===== config.mk =====
export PLATFORM = sky130hd
export DESIGN_NAME = ddr_ctrl_sched_flat
export DESIGN_NICKNAME = d
export VERILOG_FILES = /design/src/rtl/ddr_ctrl_sched_if.sv /design/src/rtl/ddr_ctrl_sched.sv /design/src/flat_wrapper.sv
export SDC_FILE = /design/constraint.sdc
export NUM_CORES = 1
export LEC_CHECK = 0
export CORE_MARGIN = 5
export CORE_UTILIZATION = 52
export CTS_BUF_LIST = sky130_fd_sc_hd__clkbuf_8 sky130_fd_sc_hd__clkbuf_16
export DETAILED_ROUTE_END_ITERATION = 8
export GPL_TIMING_DRIVEN = 1
export PLACE_DENSITY = 0.8
export SLEW_MARGIN = 20
export SYNTH_ARGS = -nofsm -noshare
export SYNTH_HDL_FRONTEND = slang
export SYNTH_SLANG_ARGS = --single-unit

===== constraint.sdc =====
create_clock -name CK_t -period 2.8 [get_ports CK_t]
set_input_delay 0.42 -clock CK_t [delete_from_list [all_inputs] [get_ports CK_t]]
set_output_delay 0.42 -clock CK_t [all_outputs]
set_load 0.03 [all_outputs]

===== src/rtl/ddr_ctrl_sched_if.sv =====
// Handshake bundle between the DDR scheduler and the init sequencer, RW datapath
// and command encoder. The scheduler uses the slave modport.
interface ddr_ctrl_sched_if #(
  parameter int MAX_OWED = 8
);
  localparam int OW = $clog2(MAX_OWED + 1);

  logic          ini_done;
  logic          rw_idle;
  logic          mrs_req;
  logic [2:0]    state;
  logic          busy;
  logic          rw_proc;
  logic          ref_cmd;
  logic          mrs_cmd;
  logic [OW-1:0] ref_owed;
  logic          mrs_pending;

  modport master (
    output ini_done, rw_idle, mrs_req,
    input  state, busy, rw_proc, ref_cmd, mrs_cmd, ref_owed, mrs_pending
  );

  modport slave (
    input  ini_done, rw_idle, mrs_req,
    output state, busy, rw_proc, ref_cmd, mrs_cmd, ref_owed, mrs_pending
  );
endinterface


===== src/rtl/ddr_ctrl_sched.sv =====
// DDR controller scheduling FSM: init, activate, RW, refresh and MRS sequencing.
// Define DDR_REF_POSTPONE_EN to let RW postpone refreshes up to POSTPONE_MAX owed.
module ddr_ctrl_sched #(
  parameter int T_REFI       = 6240,
  parameter int T_RFC        = 280,
  parameter int T_RC         = 39,
  parameter int T_MOD        = 24,
  parameter int MAX_OWED     = 8,
  parameter int POSTPONE_MAX = 4
) (
  input logic             CK_t,
  input logic             reset_n,
  ddr_ctrl_sched_if.slave bus
);
  localparam int REFI_W = $clog2(T_REFI) + 1;
  localparam int RFC_W  = $clog2(T_RFC) + 1;
  localparam int RC_W   = $clog2(T_RC) + 1;
  localparam int MOD_W  = $clog2(T_MOD) + 1;
  localparam int OW     = $clog2(MAX_OWED + 1);

  localparam logic [REFI_W-1:0] REFI_LAST = REFI_W'(T_REFI - 1);
  localparam logic [RFC_W-1:0]  RFC_LAST  = RFC_W'(T_RFC - 1);
  localparam logic [RC_W-1:0]   RC_LAST   = RC_W'(T_RC - 1);
  localparam logic [MOD_W-1:0]  MOD_LAST  = MOD_W'(T_MOD - 1);
  localparam logic [OW-1:0]     OWED_SAT  = OW'(MAX_OWED);

  if (POSTPONE_MAX < 1 || POSTPONE_MAX > MAX_OWED) begin : g_bad_postpone
    $error("ddr_ctrl_sched: POSTPONE_MAX must lie in 1..MAX_OWED");
  end

  typedef enum logic [2:0] {
    IDLE     = 3'd0,
    INIT     = 3'd1,
    ACTIVATE = 3'd2,
    RW       = 3'd3,
    WAIT     = 3'd4,
    REFRESH  = 3'd5,
    UPDATE   = 3'd6
  } state_e;

  state_e              state_q, state_d;
  logic [REFI_W-1:0]   ref_timer_q, ref_timer_d;
  logic [RFC_W-1:0]    rfc_cnt_q, rfc_cnt_d;
  logic [RC_W-1:0]     row_cnt_q, row_cnt_d;
  logic [MOD_W-1:0]    mod_cnt_q, mod_cnt_d;
  logic [OW-1:0]       ref_owed_q, ref_owed_d;
  logic                mrs_pending_q, mrs_pending_d;
  logic                ref_wrap, win_end, owed_any, rw_exit, ref_chain;

  assign owed_any = (ref_owed_q != '0);
  assign win_end  = (state_q == REFRESH) && (rfc_cnt_q == RFC_LAST);

  // The refresh interval only runs once the device has been initialised.
  always_comb begin
    ref_timer_d = ref_timer_q;
    ref_wrap    = 1'b0;
    if (state_q == IDLE || state_q == INIT) begin
      ref_timer_d = '0;
    end else if (ref_timer_q == REFI_LAST) begin
      ref_timer_d = '0;
      ref_wrap    = 1'b1;
    end else begin
      ref_timer_d = ref_timer_q + REFI_W'(1);
    end
  end

  // A new interval and a completed window in the same cycle cancel out.
  always_comb begin
    ref_owed_d = ref_owed_q;
    if (ref_wrap && !win_end) begin
      if (ref_owed_q != OWED_SAT) ref_owed_d = ref_owed_q + OW'(1);
    end else if (win_end && !ref_wrap && owed_any) begin
      ref_owed_d = ref_owed_q - OW'(1);
    end
  end

`ifdef DDR_REF_POSTPONE_EN
  localparam logic [OW-1:0] POSTPONE_LIM = OW'(POSTPONE_MAX);
  assign rw_exit   = (ref_owed_q >= POSTPONE_LIM) || (owed_any && bus.rw_idle) || mrs_pending_q;
  assign ref_chain = (ref_owed_d != '0);
`else
  assign rw_exit   = owed_any || mrs_pending_q;
  assign ref_chain = 1'b0;
`endif

  // Interval counters clear whenever they are not advancing, so none of them wraps.
  always_comb begin
    state_d   = state_q;
    row_cnt_d = '0;
    rfc_cnt_d = '0;
    mod_cnt_d = '0;
    case (state_q)
      IDLE:     state_d = INIT;
      INIT:     if (bus.ini_done) state_d = ACTIVATE;
      ACTIVATE: begin
        if (owed_any || mrs_pending_q)  state_d = WAIT;
        else if (row_cnt_q == RC_LAST)  state_d = RW;
        else                            row_cnt_d = row_cnt_q + RC_W'(1);
      end
      RW:       if (rw_exit) state_d = WAIT;
      WAIT: begin
        if (bus.rw_idle) begin
          if (owed_any)           state_d = REFRESH;
          else if (mrs_pending_q) state_d = UPDATE;
          else                    state_d = ACTIVATE;
        end
      end
      REFRESH: begin
        if (win_end) begin
          if (!ref_chain) state_d = ACTIVATE;
        end else begin
          rfc_cnt_d = rfc_cnt_q + RFC_W'(1);
        end
      end
      UPDATE: begin
        if (mod_cnt_q == MOD_LAST) state_d = ACTIVATE;
        else                       mod_cnt_d = mod_cnt_q + MOD_W'(1);
      end
      default:  state_d = IDLE;
    endcase
  end

  // A request arriving on the UPDATE entry cycle wins over the clear.
  always_comb begin
    mrs_pending_d = mrs_pending_q;
    if (state_q == WAIT && state_d == UPDATE) mrs_pending_d = 1'b0;
    if (bus.mrs_req && state_q != IDLE && state_q != INIT) mrs_pending_d = 1'b1;
  end

  always_ff @(posedge CK_t or negedge reset_n) begin
    if (!reset_n) begin
      state_q       <= IDLE;
      ref_timer_q   <= '0;
      rfc_cnt_q     <= '0;
      row_cnt_q     <= '0;
      mod_cnt_q     <= '0;
      ref_owed_q    <= '0;
      mrs_pending_q <= 1'b0;
    end else begin
      state_q       <= state_d;
      ref_timer_q   <= ref_timer_d;
      rfc_cnt_q     <= rfc_cnt_d;
      row_cnt_q     <= row_cnt_d;
      mod_cnt_q     <= mod_cnt_d;
      ref_owed_q    <= ref_owed_d;
      mrs_pending_q <= mrs_pending_d;
    end
  end

  assign bus.state       = state_q;
  assign bus.busy        = (state_q == REFRESH) || (state_q == UPDATE);
  assign bus.rw_proc     = (state_q == RW);
  assign bus.ref_cmd     = (state_q == REFRESH) && (rfc_cnt_q == '0);
  assign bus.mrs_cmd     = (state_q == UPDATE) && (mod_cnt_q == '0);
  assign bus.ref_owed    = ref_owed_q;
  assign bus.mrs_pending = mrs_pending_q;
endmodule

===== src/flat_wrapper.sv =====
// flat-port wrapper written by rule: the top's interface ports become plain ports
module ddr_ctrl_sched_flat 
#(
  parameter int T_REFI       = 6240,
  parameter int T_RFC        = 280,
  parameter int T_RC         = 39,
  parameter int T_MOD        = 24,
  parameter int MAX_OWED     = 8,
  parameter int POSTPONE_MAX = 4
)
  (CK_t, reset_n, bus_ini_done, bus_rw_idle, bus_mrs_req, bus_state, bus_busy, bus_rw_proc, bus_ref_cmd, bus_mrs_cmd, bus_ref_owed, bus_mrs_pending);
  ddr_ctrl_sched_if #(.MAX_OWED(MAX_OWED)) bus_i ();
  input logic CK_t;
  input logic reset_n;
  input wire logic [$bits(bus_i.ini_done)-1:0] bus_ini_done;
  input wire logic [$bits(bus_i.rw_idle)-1:0] bus_rw_idle;
  input wire logic [$bits(bus_i.mrs_req)-1:0] bus_mrs_req;
  output wire logic [$bits(bus_i.state)-1:0] bus_state;
  output wire logic [$bits(bus_i.busy)-1:0] bus_busy;
  output wire logic [$bits(bus_i.rw_proc)-1:0] bus_rw_proc;
  output wire logic [$bits(bus_i.ref_cmd)-1:0] bus_ref_cmd;
  output wire logic [$bits(bus_i.mrs_cmd)-1:0] bus_mrs_cmd;
  output wire logic [$bits(bus_i.ref_owed)-1:0] bus_ref_owed;
  output wire logic [$bits(bus_i.mrs_pending)-1:0] bus_mrs_pending;
  assign bus_i.ini_done = bus_ini_done;
  assign bus_i.rw_idle = bus_rw_idle;
  assign bus_i.mrs_req = bus_mrs_req;
  assign bus_state = bus_i.state;
  assign bus_busy = bus_i.busy;
  assign bus_rw_proc = bus_i.rw_proc;
  assign bus_ref_cmd = bus_i.ref_cmd;
  assign bus_mrs_cmd = bus_i.mrs_cmd;
  assign bus_ref_owed = bus_i.ref_owed;
  assign bus_mrs_pending = bus_i.mrs_pending;
  ddr_ctrl_sched #(.T_REFI(T_REFI), .T_RFC(T_RFC), .T_RC(T_RC), .T_MOD(T_MOD), .MAX_OWED(MAX_OWED), .POSTPONE_MAX(POSTPONE_MAX)) u_core (.CK_t(CK_t), .reset_n(reset_n), .bus(bus_i));
endmodule

==> out/metrics.yaml <==
vdd_drop_max_mv: 0.3244
initial_core_util_pct: 54.42
grt_pass1_wl_mm: 7.810
hold_path_class: "input port to async pin"
hpwl_mm: 3.143
grt_use_met3_pct: 4.745
synthToLayoutAreaGrowth_pct: 13.23
grt_use_met1_pct: 19.34
drv_slew: 0
numCtsBuffers: 5
clk_latency_ns: 0.30
placed_area_um2: 2609
grt_pass1_vias: 1813
htreeDepth: 2
gp_congestion: 0.8327
worstSetupStartpointType: "register"
path_cells: "ha_1, and4_1, and4_2, nor2b_4, inv_1, ha_1, a21o_1, a21o_1, nor4b_2, a211oi_1, a21oi_1"
path_clk_slew_ns: 0.08
nets: 280
ys_warn_count: 0
viasPerCell: 5.527
grt-ovfl-total: 0
fin_crit_ns: 2.685
max_stage_delay_ns: 0.41
p_leak_nw: 1.222
slew_headroom_pct: 62.30
status: "completed"
postRouteAntennaNets: 0
syn_nets: 259
drt-total-wl_mm: 4.435
design_area_um2: 2720
powerDensity_nw_per_um2: 394.2
worst_pin_slew_ns: 0.5612
grt_max_degree: 46
crit_fanout: 5
clock-sinks: 45
skew_ns: 0.007665
crit_required_ns: 3.02
grt_use_total_pct: 15.91
cp-end-kind: "register"
drv_cap: 0
design.die.area_um2: 6079
hold_viol_final: 0
drive_above_1_share_pct: 9.057
critPathArrivalTime_ns: 2.90
criticalPathCategory: "register to register"
avgSynthCellArea_um2: 9.846
fmax_mhz: 372.5
rsz0062_at_grt: "no"
fin_setup_tns_ns: 0
portBuffers: 16
fin_crit_sh_pct: 95.88
synthCells: 244
synthesis.area_um2: 2402
yosysSeqAreaShare_pct: 46.87
wl_per_cell_um: 13.99
num_io_pins: 17
firstDrtPassIters: 4
core_um2: 4414
top_usage_layer: "met2"
vias: 1752
setup-violations-final: 0
rows: 24
dieHeight_um: 77.97
crit_path_top_delay_cell: "dfrtp_1"
drt-initial-drc-count: 87
met2_usage_pct: 25.54
root_buffer: "clkbuf_8"
cts_tree: "done"
cts_buffer_depth: 2
yosysUniqueCellTypes: 45
die_x_um: 77.97
synth-seq-cells: 45
drc: 0
antenna_found_initial: 0
diodes: 0
-- layout by cell type (no fill, tap or decap), types with 3 or more instances in the layout --
cell / count
clkdlybuf4s50_1: 14
and3_1: 5
nor2_1: 49
dfrtp_1: 44
clkbuf_8: 6
xnor2_1: 12
buf_4: 7
xor2_1: 21
a21oi_1: 4
nand3b_1: 4
nor3b_1: 3
ha_1: 8
nor3_1: 4
nand3_1: 20
inv_1: 11
nand2_1: 10
-- per-layer routing --
metal	wire length (um)	share of wire, %	up-vias
met3	133	3.0	9
met1	2096	47	852
met5	0	0	-
met4	109	2.5	0
met2	2096	47	21
li1	-	-	870
-- logic make-up after synthesis --
kind of cell	share of synthesized area, %
AO/OA/AOI/OAI	6.146
XOR/XNOR	12.03
adder cells (fa/ha/maj)	5.521
buffers and inverters	3.698
flip-flops	46.87
multiplexers	0.8334
AND/OR/NAND/NOR	24.90
-- final timing paths --
check,startpoint,endpoint,slack (ns),cells past startpoint
min in group CK_t,u_core.row_cnt_q[0],u_core.row_cnt_q[0],0.48,1
worst min register to register,u_core.row_cnt_q[0],u_core.row_cnt_q[0],0.48,1
worst min-delay path,reset_n,u_core.ref_timer_q[6],0.11,1
worst max register to register,u_core.ref_timer_q[0],u_core.bus.ref_owed[3],0.12,11
max in group asynchronous,reset_n,u_core.rfc_cnt_q[0],2.27,1
worst max-delay path,u_core.ref_timer_q[0],u_core.bus.ref_owed[3],0.12,11
-- synth_stat cells (all sizes together) --
cell type / count / share of area (%)
a211o: 1 / 0.36
a211oi: 2 / 0.62
a21o: 2 / 0.62
a21oi: 4 / 0.83
a31o: 1 / 0.36
a31oi: 1 / 0.26
a41o: 2 / 0.83
a41oi: 1 / 0.36
and2: 2 / 0.52
and3: 6 / 1.6
and4: 3 / 1.1
buf: 1 / 0.21
clkbuf: 7 / 1.9
dfrtp: 45 / 47
fa: 1 / 0.83
ha: 9 / 4.7
inv: 10 / 1.6
mux2i: 2 / 0.83
nand2: 10 / 1.6
nand2b: 1 / 0.26
nand3: 20 / 4.2
nand3b: 4 / 1.3
nand4: 2 / 0.52
nor2: 49 / 7.7
nor2b: 3 / 0.89
nor3: 4 / 0.83
nor3b: 3 / 0.94
nor4: 3 / 1.4
nor4b: 1 / 0.36
nor4bb: 1 / 0.42
o211a: 1 / 0.42
o211ai: 1 / 0.31
o21ai: 2 / 0.42
o22a: 1 / 0.36
o41ai: 1 / 0.36
or2: 1 / 0.26
or3: 1 / 0.26
or4: 1 / 0.47
or4b: 1 / 0.42
xnor2: 12 / 4.4
xor2: 21 / 7.7
-- where the power goes --
| group | total, mW | internal (mW) | switching [mW] |
|---|---|---|---|
| combinational | 0.0197 | 0.00512 | 0.0146 |
| clock | 0.403 | 0.192 | 0.211 |
| sequential | 0.649 | 0.649 | 0.0000000000000000440 |
-- what timing repair did --
action	4_1_cts	5_1_grt
pin swaps	0	1
endpoints found under the setup margin	1	1
setup buffers	0	1
gates resized for setup	1	5
hold buffers	0	0
-- flip-flops by register name, summed over array words and instances (netlist names) --
signal,cells
u_core.bus.ref_owed,4
u_core.row_cnt_q,7
u_core.bus.mrs_pending,1
u_core.bus.state,3
u_core.mod_cnt_q,6
u_core.rfc_cnt_q,10
u_core.ref_timer_q,14
-- stage by stage --
stage,setup WS [ns],hold slack (ns),std cells,total power [mW],util (%)
after floorplan,0.1013,0.1244,244,0.6634,-
after global placement,0.1361,0.4679,309,0.6826,59.10
after detailed placement,0.08204,0.4735,309,0.6824,59.10
after CTS,0.02138,0.3129,316,1.082,61.03
after global routing,0.005951,0.1472,317,1.115,61.62
final,0.1154,0.1119,317,1.072,61.62
-- worst max-delay path, delay by kind of cell, from the launching register on --
family / cells / cell delay [ns]
AOI/OAI and AO/OA: 4 / 0.62
adders and majority gates: 2 / 0.49
buffers and inverters: 1 / 0.10
DFF: 1 / 0.41
and+or+nand+nor: 4 / 0.99
-- cell type report --
type / count / area, um2
clock buffer: 6 / 82.58
clock inverter: 1 / 3.754
fill: 368 / 1694
inverter: 10 / 37.54
multi-input combinational: 181 / 1202
sequential: 45 / 1127
tap: 52 / 65.06
timing repair buffer: 22 / 201.4
Note: power is estimated with default switching activity, not from simulation.
